--- src/rtl/wb_timeout_bridge.sv ---
// Registered single-transfer Wishbone bridge with a bounded-wait timeout that answers a hung peripheral with ERR.
// Optional status counters are enabled by defining WB_TIMEOUT_BRIDGE_STATUS_EN.
module wb_timeout_bridge #(
  parameter int WB_ADDR_WIDTH  = 32,
  parameter int WB_DATA_WIDTH  = 32,
  parameter int TIMEOUT_CYCLES = 256
) (
  input  logic                       clk,
  input  logic                       rstn,
  // upstream side (from interconnect)
  input  logic                       s_cyc,
  input  logic                       s_stb,
  input  logic                       s_we,
  input  logic [WB_ADDR_WIDTH-1:0]   s_adr,
  input  logic [WB_DATA_WIDTH-1:0]   s_dat_w,
  input  logic [WB_DATA_WIDTH/8-1:0] s_sel,
  output logic                       s_ack,
  output logic                       s_err,
  output logic [WB_DATA_WIDTH-1:0]   s_dat_r,
  // downstream side (to peripheral)
  output logic                       m_cyc,
  output logic                       m_stb,
  output logic                       m_we,
  output logic [WB_ADDR_WIDTH-1:0]   m_adr,
  output logic [WB_DATA_WIDTH-1:0]   m_dat_w,
  output logic [WB_DATA_WIDTH/8-1:0] m_sel,
  output logic [2:0]                 m_cti,
  output logic [1:0]                 m_bte,
`ifdef WB_TIMEOUT_BRIDGE_STATUS_EN
  output logic [15:0]                timeout_count,
  output logic [WB_ADDR_WIDTH-1:0]   last_timeout_adr,
`endif
  input  logic                       m_ack,
  input  logic                       m_err,
  input  logic [WB_DATA_WIDTH-1:0]   m_dat_r
);

  localparam int CNT_W = (TIMEOUT_CYCLES > 0) ? $clog2(TIMEOUT_CYCLES + 1) : 1;
  localparam logic [CNT_W-1:0] TERM_CNT = CNT_W'((TIMEOUT_CYCLES > 0) ? TIMEOUT_CYCLES - 1 : 0);

  typedef enum logic [1:0] {IDLE, REQ, RESP} state_t;

  state_t           state, state_next;
  logic [CNT_W-1:0] wait_cnt;
  logic             ack_flag, err_flag;
  logic             accept, abort, got_ack, got_err, timed_out, done;

  // Bursts are always split into classic single transfers downstream.
  assign m_cti = 3'b000;
  assign m_bte = 2'b00;

  assign s_ack = ack_flag & s_cyc;
  assign s_err = err_flag & s_cyc;

  always_ff @(posedge clk or negedge rstn) begin
    if (!rstn) state <= IDLE;
    else       state <= state_next;
  end

  always_comb begin
    state_next = state;
    accept     = 1'b0;
    abort      = 1'b0;
    got_ack    = 1'b0;
    got_err    = 1'b0;
    timed_out  = 1'b0;
    case (state)
      IDLE: begin
        if (s_cyc && s_stb) begin
          accept     = 1'b1;
          state_next = REQ;
        end
      end
      REQ: begin
        // An upstream abort beats any response; ACK beats ERR beats timeout.
        if (!s_cyc) begin
          abort      = 1'b1;
          state_next = IDLE;
        end else if (m_stb && m_ack) begin
          got_ack    = 1'b1;
          state_next = RESP;
        end else if (m_stb && m_err) begin
          got_err    = 1'b1;
          state_next = RESP;
        end else if (TIMEOUT_CYCLES != 0 && wait_cnt == TERM_CNT) begin
          timed_out  = 1'b1;
          state_next = RESP;
        end
      end
      RESP:    state_next = IDLE;
      default: state_next = IDLE;
    endcase
  end

  assign done = abort | got_ack | got_err | timed_out;

  always_ff @(posedge clk or negedge rstn) begin
    if (!rstn) begin
      m_cyc    <= 1'b0;
      m_stb    <= 1'b0;
      m_we     <= 1'b0;
      m_adr    <= '0;
      m_dat_w  <= '0;
      m_sel    <= '0;
      s_dat_r  <= '0;
      ack_flag <= 1'b0;
      err_flag <= 1'b0;
      wait_cnt <= '0;
    end else begin
      ack_flag <= got_ack;
      err_flag <= got_err | timed_out;
      if (accept) begin
        m_cyc    <= 1'b1;
        m_stb    <= 1'b1;
        m_we     <= s_we;
        m_adr    <= s_adr;
        m_dat_w  <= s_dat_w;
        m_sel    <= s_sel;
        wait_cnt <= '0;
      end
      if (done) begin
        m_cyc <= 1'b0;
        m_stb <= 1'b0;
      end
      if (got_ack || got_err) s_dat_r <= m_dat_r;
      if (timed_out)          s_dat_r <= '0;
      // Saturate rather than wrap so a disabled timeout never aliases.
      if (state == REQ && !done && wait_cnt != '1) wait_cnt <= wait_cnt + 1'b1;
    end
  end

`ifdef WB_TIMEOUT_BRIDGE_STATUS_EN
  always_ff @(posedge clk or negedge rstn) begin
    if (!rstn) begin
      timeout_count    <= '0;
      last_timeout_adr <= '0;
    end else if (timed_out) begin
      if (timeout_count != 16'hFFFF) timeout_count <= timeout_count + 16'd1;
      last_timeout_adr <= m_adr;
    end
  end
`endif

endmodule
--- config.mk ---
export PLATFORM = sky130hd
export DESIGN_NAME = wb_timeout_bridge
export DESIGN_NICKNAME = d
export VERILOG_FILES = /design/src/rtl/wb_timeout_bridge.sv
export SDC_FILE = /design/constraint.sdc
export NUM_CORES = 1
export LEC_CHECK = 0
export ABC_CLOCK_PERIOD_IN_PS = 2400
export CAP_MARGIN = 15
export CORE_AREA = 8 8 115 117
export CTS_CLUSTER_DIAMETER = 120
export CTS_CLUSTER_SIZE = 24
export DETAILED_ROUTE_END_ITERATION = 7
export DIE_AREA = 0 0 123 125
export HOLD_SLACK_MARGIN = 0.03
export PLACE_DENSITY = 0.85
export SETUP_SLACK_MARGIN = 0.05
export SYNTH_ARGS = -nofsm -noshare
export SYNTH_HDL_FRONTEND = slang
export SYNTH_SLANG_ARGS = --single-unit
export TNS_END_PERCENT = 50
--- constraint.sdc ---
create_clock -name clk -period 2.4 [get_ports clk]
set_clock_uncertainty 0.05 [all_clocks]
set_input_delay 0.36 -clock clk [delete_from_list [all_inputs] [get_ports clk]]
set_output_delay 0.36 -clock clk [all_outputs]
set_load 0.01 [all_outputs]
==> results of run 1 <==
[worst min path at each step]
| stage | from | endpoint | slack [ps] | depth (start not counted) |
|---|---|---|---|---|
| 6_report | rstn | s_dat_r[16] | 360 | 2 |
| 5_1_grt | rstn | s_dat_r[16] | 380 | 2 |
| 4_1_cts | rstn | s_dat_r[16] | 370 | 2 |
| 3_5_place_dp | rstn | s_dat_r[16] | 240 | 1 |
| 3_3_place_gp | rstn | m_dat_w[24] | 230 | 1 |
| 2_1_floorplan | rstn | ack_flag | 10 | 0 |
[timing repair]
item | in CTS | in global routing
endpoints found under the setup margin | 0 | 6
buffers inserted | 0 | 1
gates resized for setup | 0 | 2
hold endpoints to repair | 24 | 0
hold buffers | 1 | 0
[cells in the mapped netlist (all sizes together), types with 2 or more instances]
master,number
a32o,32
nand3b,5
nor2,3
nand2,8
clkbuf,4
nand3,4
inv,8
or3,4
ha,3
and2,2
o21ai,9
mux2,69
dfrtp,115
and3,3
xnor2,2
buf,21
a21oi,4
[final cells by class]
type | instances | share of cell area (%)
clock buffer | 23 | 6.37
clock inverter | 9 | 2.33
inverter | 8 | 0.400
multi-input combinational | 163 | 20.4
sequential | 115 | 38.4
tap | 147 | 2.45
timing repair buffer | 220 | 29.7
[power by group through the flow]
| stage | logic, mW | clock network [mW] | registers, mW |
|---|---|---|---|
| global route | 2.89 | 2.91 | 3.00 |
| detailed placement | 2.75 | 0 | 2.95 |
| finish | 2.72 | 2.76 | 2.92 |
| floorplan | 0.778 | 0 | 3.20 |
| global placement | 2.68 | 0 | 2.89 |
| CTS | 2.77 | 2.81 | 2.92 |
[state kept, by name, indices dropped and copies added (netlist names)]
| signal | count |
|---|---|
| m_adr | 32 |
| m_dat_w | 32 |
| s_dat_r | 32 |
| wait_cnt | 9 |
| m_sel | 4 |
| state | 2 |
| ack_flag | 1 |
| err_flag | 1 |
| m_stb | 1 |
| m_we | 1 |
[cells by family (layout without fill, tap and decap cells)]
logic type	after synthesis	in the layout	share of synthesized area (%)
xor+xnor	2	2	0.384
flops	115	115	63.1
compound gates	50	50	9.52
simple gates	34	34	4.99
other cells	1	5	0.0822
fa+ha+maj	3	3	0.823
mux	69	69	17.0
buf+inv	33	260	4.11
[critical path, cell delays in order (launching register included)]
cell,delay (ps)
dfrtp_1,400
ha_1,210
and3_1,200
nand3_1,120
nor2_1,170
ha_1,340
o21ai_2,170
buf_12,200
a32o_1,220
[per-layer routing]
layer / vias to the layer above / routed length (um) / GRT usage [%]
li1: 1555 / - / -
met1: 1728 / 4710 / 18.3
met2: 158 / 6740 / 28.7
met3: 29 / 1450 / 7.25
met4: 0 / 378 / 7.80
met5: - / 0 / 0
[placed cells by master (no fill, tap or decap), types with 2 or more instances in the layout]
master	n
clkdlybuf4s50_1	210
dfrtp_1	115
mux2_2	69
a32o_1	32
clkbuf_16	17
nand2_1	8
inv_1	7
nand3b_1	5
conb_1	5
bufinv_16	5
buf_4	5
nand3_1	4
a21oi_1	4
o21ai_1	4
o21ai_0	4
or3_1	4
buf_12	4
and3_1	3
nor2_1	3
ha_1	3
clkbuf_8	3
clkbuf_1	3
and2_1	2
xnor2_1	2
clkinv_2	2
clkinvlp_4	2
[stage by stage]
step	cells	hold WS, ps	worst slack (ps)
2_1_floorplan	311	14.4	392
3_3_place_gp	651	234	290
3_5_place_dp	651	240	159
4_1_cts	684	368	152
5_1_grt	685	379	57.0
6_report	685	357	197
==> results.py, run 1 <==
metrics = {
    "floorplanning": {
        "coreArea_sq_um": 11600,
        "start_util_pct": 39.3,
        "die_area_sq_um": 15400,
        "die_y_um": 125,
        "std_cell_rows": 40,
        "io_pins": 217,
        "dieWidth_um": 123,
    },
    "finish": {
        "multi_input_area_sq_um": 1530,
        "finalInstanceArea_sq_um": 7500,
        "final_util_pct": 64.6,
        "drive_gt1_share_pct": 21.0,
        "regArea_sq_um": 2880,
        "num-fill-cells": 869,
        "fin_nets": 635,
        "syn_to_final_growth_pct": 64.4,
        "diodes": 0,
    },
    "power": {
        "power.internal_mw": 6.17,
        "p_total_mw": 8.40,
        "switching_share_pct": 26.6,
        "power_leakage_nw": 3.09,
        "powerDensity_nw_per_um2": 1120,
        "vdd_drop_max_mv": 0.605,
        "combinationalPowerShare_pct": 32.4,
        "power.switching_mw": 2.23,
        "clkPwrFrac_pct": 32.9,
        "seqPwrFrac_pct": 34.7,
    },
    "sta": {
        "period_share_pct": 91.8,
        "hold_viol_final": 0,
        "tns_ps": 0,
        "max_freq_mhz": 454,
        "finalMaxSlewViolations": 0,
        "setup_viol": 0,
        "rsz0062_at_grt": "false",
        "period_minus_slack_ps": 2200,
    },
    "yosys": {
        "yosys.area.top_type": "dfrtp_1",
        "async_flop_share_pct": 100,
        "synth-seq-area-share_pct": 63.1,
        "syn_inst": 307,
        "synth_top_area_share_pct": 63.1,
        "synth.area.top_cells": "dfrtp_1 63%, mux2_2 17%, a32o_1 7.0%",
        "synth_cell_type_count": 32,
        "syn-cell-area_sq_um": 4560,
        "syn_avg_cell_area_sq_um": 14.9,
        "ys_ff_latch": 115,
        "ys_warn_count": 0,
        "synth-main-ff-cell": "dfrtp_1",
        "synth_edf_count": 0,
    },
    "clocking": {
        "cts_tree": "done",
        "clock_sinks": 115,
        "cts_root_buf": "clkbuf_16",
        "h-tree-depth": 4,
        "clkTransAtPathRegs_ps": 50,
        "clkLatencyLatePin_ps": 400,
        "numCtsBuffers": 17,
        "cts_buffer_depth": 2,
    },
    "status": {
        "status": "finished, final reports clean",
    },
    "drt": {
        "drt_wl_total_mm": 13.3,
        "via_count": 3470,
        "dr.first_iter.drc_count": 185,
        "drtPass1Iterations": 4,
        "detail-route-antenna-nets": 0,
        "wire_per_inst_um": 19.4,
        "route.detailed.drc": 0,
        "vias_per_cell": 5.07,
    },
    "global_route": {
        "grt_max_degree": 62,
        "grt_overflow": 0,
        "grt_antenna_before_repair": 0,
        "grt_pass1_vias": 3792,
        "grt_usage_pct": 17.2,
        "grt_pass1_wl_mm": 20.8,
    },
    "placement": {
        "gp_congestion": 0.782,
        "hpwl_mm": 9.74,
        "port_buffers": 211,
        "place_area_sq_um": 6820,
    },
    "setup_path": {
        "r2r_start": "wait_cnt[0]",
        "crit_path_end": "s_dat_r[19]",
        "crit_path_start": "wait_cnt[0]",
        "critPathCaptureType": "flip-flop",
        "crit_fanout": 30,
        "cp.required_ps": 2640,
        "cp.arrival_ps": 2440,
        "reg2reg_slack_ps": 200,
        "r2r-end": "s_dat_r[19]",
        "crit_type": "flip-flop to flip-flop",
        "start_kind": "flip-flop",
        "r2r_cells": 8,
    },
    "run": {
        "cap_violations": 0,
    },
    "worst_hold_path": {
        "hold_class": "input port to asynchronous set/reset pin",
    },
}
Power figures use the tool's default switching activity.
==> run 2: changes to the inputs <==
--- a/config.mk
+++ b/config.mk
@@ -7,11 +7,11 @@
 export LEC_CHECK = 0
 export ABC_CLOCK_PERIOD_IN_PS = 2400
 export CAP_MARGIN = 15
-export CORE_AREA = 8 8 115 117
+export CORE_AREA = 2 2 109 111
 export CTS_CLUSTER_DIAMETER = 120
 export CTS_CLUSTER_SIZE = 24
 export DETAILED_ROUTE_END_ITERATION = 7
-export DIE_AREA = 0 0 123 125
+export DIE_AREA = 0 0 111 113
 export HOLD_SLACK_MARGIN = 0.03
 export PLACE_DENSITY = 0.85
 export SETUP_SLACK_MARGIN = 0.05
==> run 2 against run 1 <==
Effect of this change: final cell count shrank 1.0%; critical path depth grew 1; combinational power is essentially flat; register-to-register slack lost 20 ps; critical path type unchanged; largest cell class unchanged.
==> results.py, run 2 (synthesized netlist as in run 1, its figures left out) <==
metrics = {
    "power": {
        "vdd_drop_max_mv": 0.639,
        "power_leakage_nw": 3.07,
        "powerDensity_nw_per_um2": 1090,
    },
    "drt": {
        "wire_per_inst_um": 17.5,
        "met3WireLength_um": 993,
        "vias_per_cell": 5.04,
        "wl_met2_mm": 5.91,
        "drtPass1Iterations": 4,
        "drt_wl_total_mm": 11.9,
        "dr.first_iter.drc_count": 178,
        "via_count": 3420,
        "wl_met1_mm": 4.69,
        "detail-route-antenna-nets": 0,
        "top_layer": "met4",
        "route.detailed.drc": 0,
    },
    "clocking": {
        "numCtsBuffers": 17,
        "clkTransAtPathRegs_ps": 50,
        "clock_sinks": 115,
        "h-tree-depth": 4,
        "clkLatencyLatePin_ps": 400,
        "cts_root_buf": "clkbuf_16",
        "cts_tree": "done",
        "cts_buffer_depth": 2,
    },
    "setup_path": {
        "critPathMaxStageDelay_ps": 410,
        "slowest_stage": "dfrtp_1",
        "crit_fanout": 9,
        "cp_num_buf_inv": 1,
        "critPathCaptureType": "flip-flop",
        "start_kind": "flip-flop",
        "crit_type": "flip-flop to flip-flop",
        "cp.required_ps": 2680,
        "crit_top_cell": "ha_1",
        "cp.arrival_ps": 2500,
        "cp_cell_sequence": "ha_1, and3_1, nand3_1, nor2_1, ha_1, inv_1, nand4_4, or3_1, o21ai_1",
        "crit_family": "simple AND/OR/NAND/NOR gates",
    },
    "sta": {
        "setup_viol": 0,
        "finalMaxSlewViolations": 0,
        "max_freq_mhz": 449,
        "period_minus_slack_ps": 2230,
        "tns_ps": 0,
        "rsz0062_at_grt": "false",
        "hold_viol_final": 0,
        "period_share_pct": 92.8,
    },
    "floorplanning": {
        "start_util_pct": 40.5,
        "dieWidth_um": 111,
        "die_area_sq_um": 12500,
        "io_pins": 217,
        "coreArea_sq_um": 11300,
        "std_cell_rows": 39,
        "die_y_um": 113,
    },
    "finish": {
        "fin_nets": 635,
        "syn_to_final_growth_pct": 63.0,
        "layout.cells.most_common": "clkdlybuf4s50_1",
        "reg.largest.list": "m_adr: 32 flops, m_dat_w: 32 flops, s_dat_r: 32 flops",
        "final-instance-count-excl-fill": 678,
        "drive_gt1_share_pct": 20.7,
        "layout_common_cells": "210 x clkdlybuf4s50_1, 115 x dfrtp_1, 69 x mux2_2",
        "diodes": 0,
    },
    "global_route": {
        "grt_overflow": 0,
        "grt_pass1_wl_mm": 18.8,
        "grt_antenna_before_repair": 0,
        "grt_pass1_vias": 3773,
        "grt_usage_pct": 19.1,
        "grt_max_degree": 53,
    },
    "placement": {
        "gp_congestion": 0.829,
        "dpl.cell_count": 648,
        "hpwl_mm": 8.64,
        "port_buffers": 211,
    },
    "run": {
        "cap_violations": 0,
    },
    "worst_hold_path": {
        "hold_class": "input port to asynchronous set/reset pin",
    },
    "status": {
        "status": "finished, final reports clean",
    },
}
run 2: cell types whose count changed in the layout (fill, tap and decap cells not counted), sizes merged:
cell,before,now
bufinv,5,2
clkbuf,23,24
clkinv,2,3
clkinvlp,2,0
run 2: final cells by class:
type	instances	area (sq um)
fill	821	3840
sequential	115	2880
timing repair buffer	220	2240
multi-input combinational	163	1530
clock buffer	24	502
tap	143	179
clock inverter	5	75.1
inverter	8	30.0
run 2: power by group:
part | switching, mW | total (mW) | internal (mW)
sequential | 0.354 | 2.92 | 2.56
combinational | 1.00 | 2.71 | 1.70
clock | 0.806 | 2.45 | 1.64
run 2: what timing repair did:
item	4_1_cts	5_1_grt
endpoints found under the setup margin	0	7
endpoints found under the hold margin	18	0
setup buffers	0	0
hold buffers	1	0
resized for setup	0	2
run 2: final timing paths:
kind                                   from     endpoint  slack (ps)  cells past startpoint
worst max-delay path            wait_cnt[0]  wait_cnt[3]         170                      9
worst min-delay path                   rstn    m_adr[23]         340                      2
worst max register to register  wait_cnt[0]  wait_cnt[3]         170                      9
worst min register to register   s_dat_r[4]   s_dat_r[4]         440                      1
max in group asynchronous              rstn  s_dat_r[25]        1300                      3
min in group clk                 s_dat_r[4]   s_dat_r[4]         440                      1
run 2: worst register-to-register path, delay by kind of cell, from the launching register on:
kind / cells / cell delay, ps
adders and majority gates: 2 / 460
AOI/OAI and AO/OA: 1 / 70
and+or+nand+nor: 5 / 990
buffers and inverters: 1 / 170
DFF: 1 / 410
run 2: through the flow:
step	power, mW	hold slack, ps	worst slack, ps	cell area (sq um)	utilization (%)
2_1_floorplan	3.97	14.4	392	4580	-
3_3_place_gp	5.54	208	246	6840	60.6
3_5_place_dp	5.67	214	148	6840	60.6
4_1_cts	8.16	325	133	7420	65.8
5_1_grt	8.47	355	36.4	7440	66.0
6_report	8.07	340	173	7440	66.0
run 2: metal layers:
| metal | up-vias | global-route usage [%] |
|---|---|---|
| met3 | 22 | 8.62 |
| met5 | - | 0 |
| li1 | 1556 | - |
| met4 | 0 | 7.33 |
| met1 | 1678 | 21.0 |
| met2 | 164 | 32.7 |
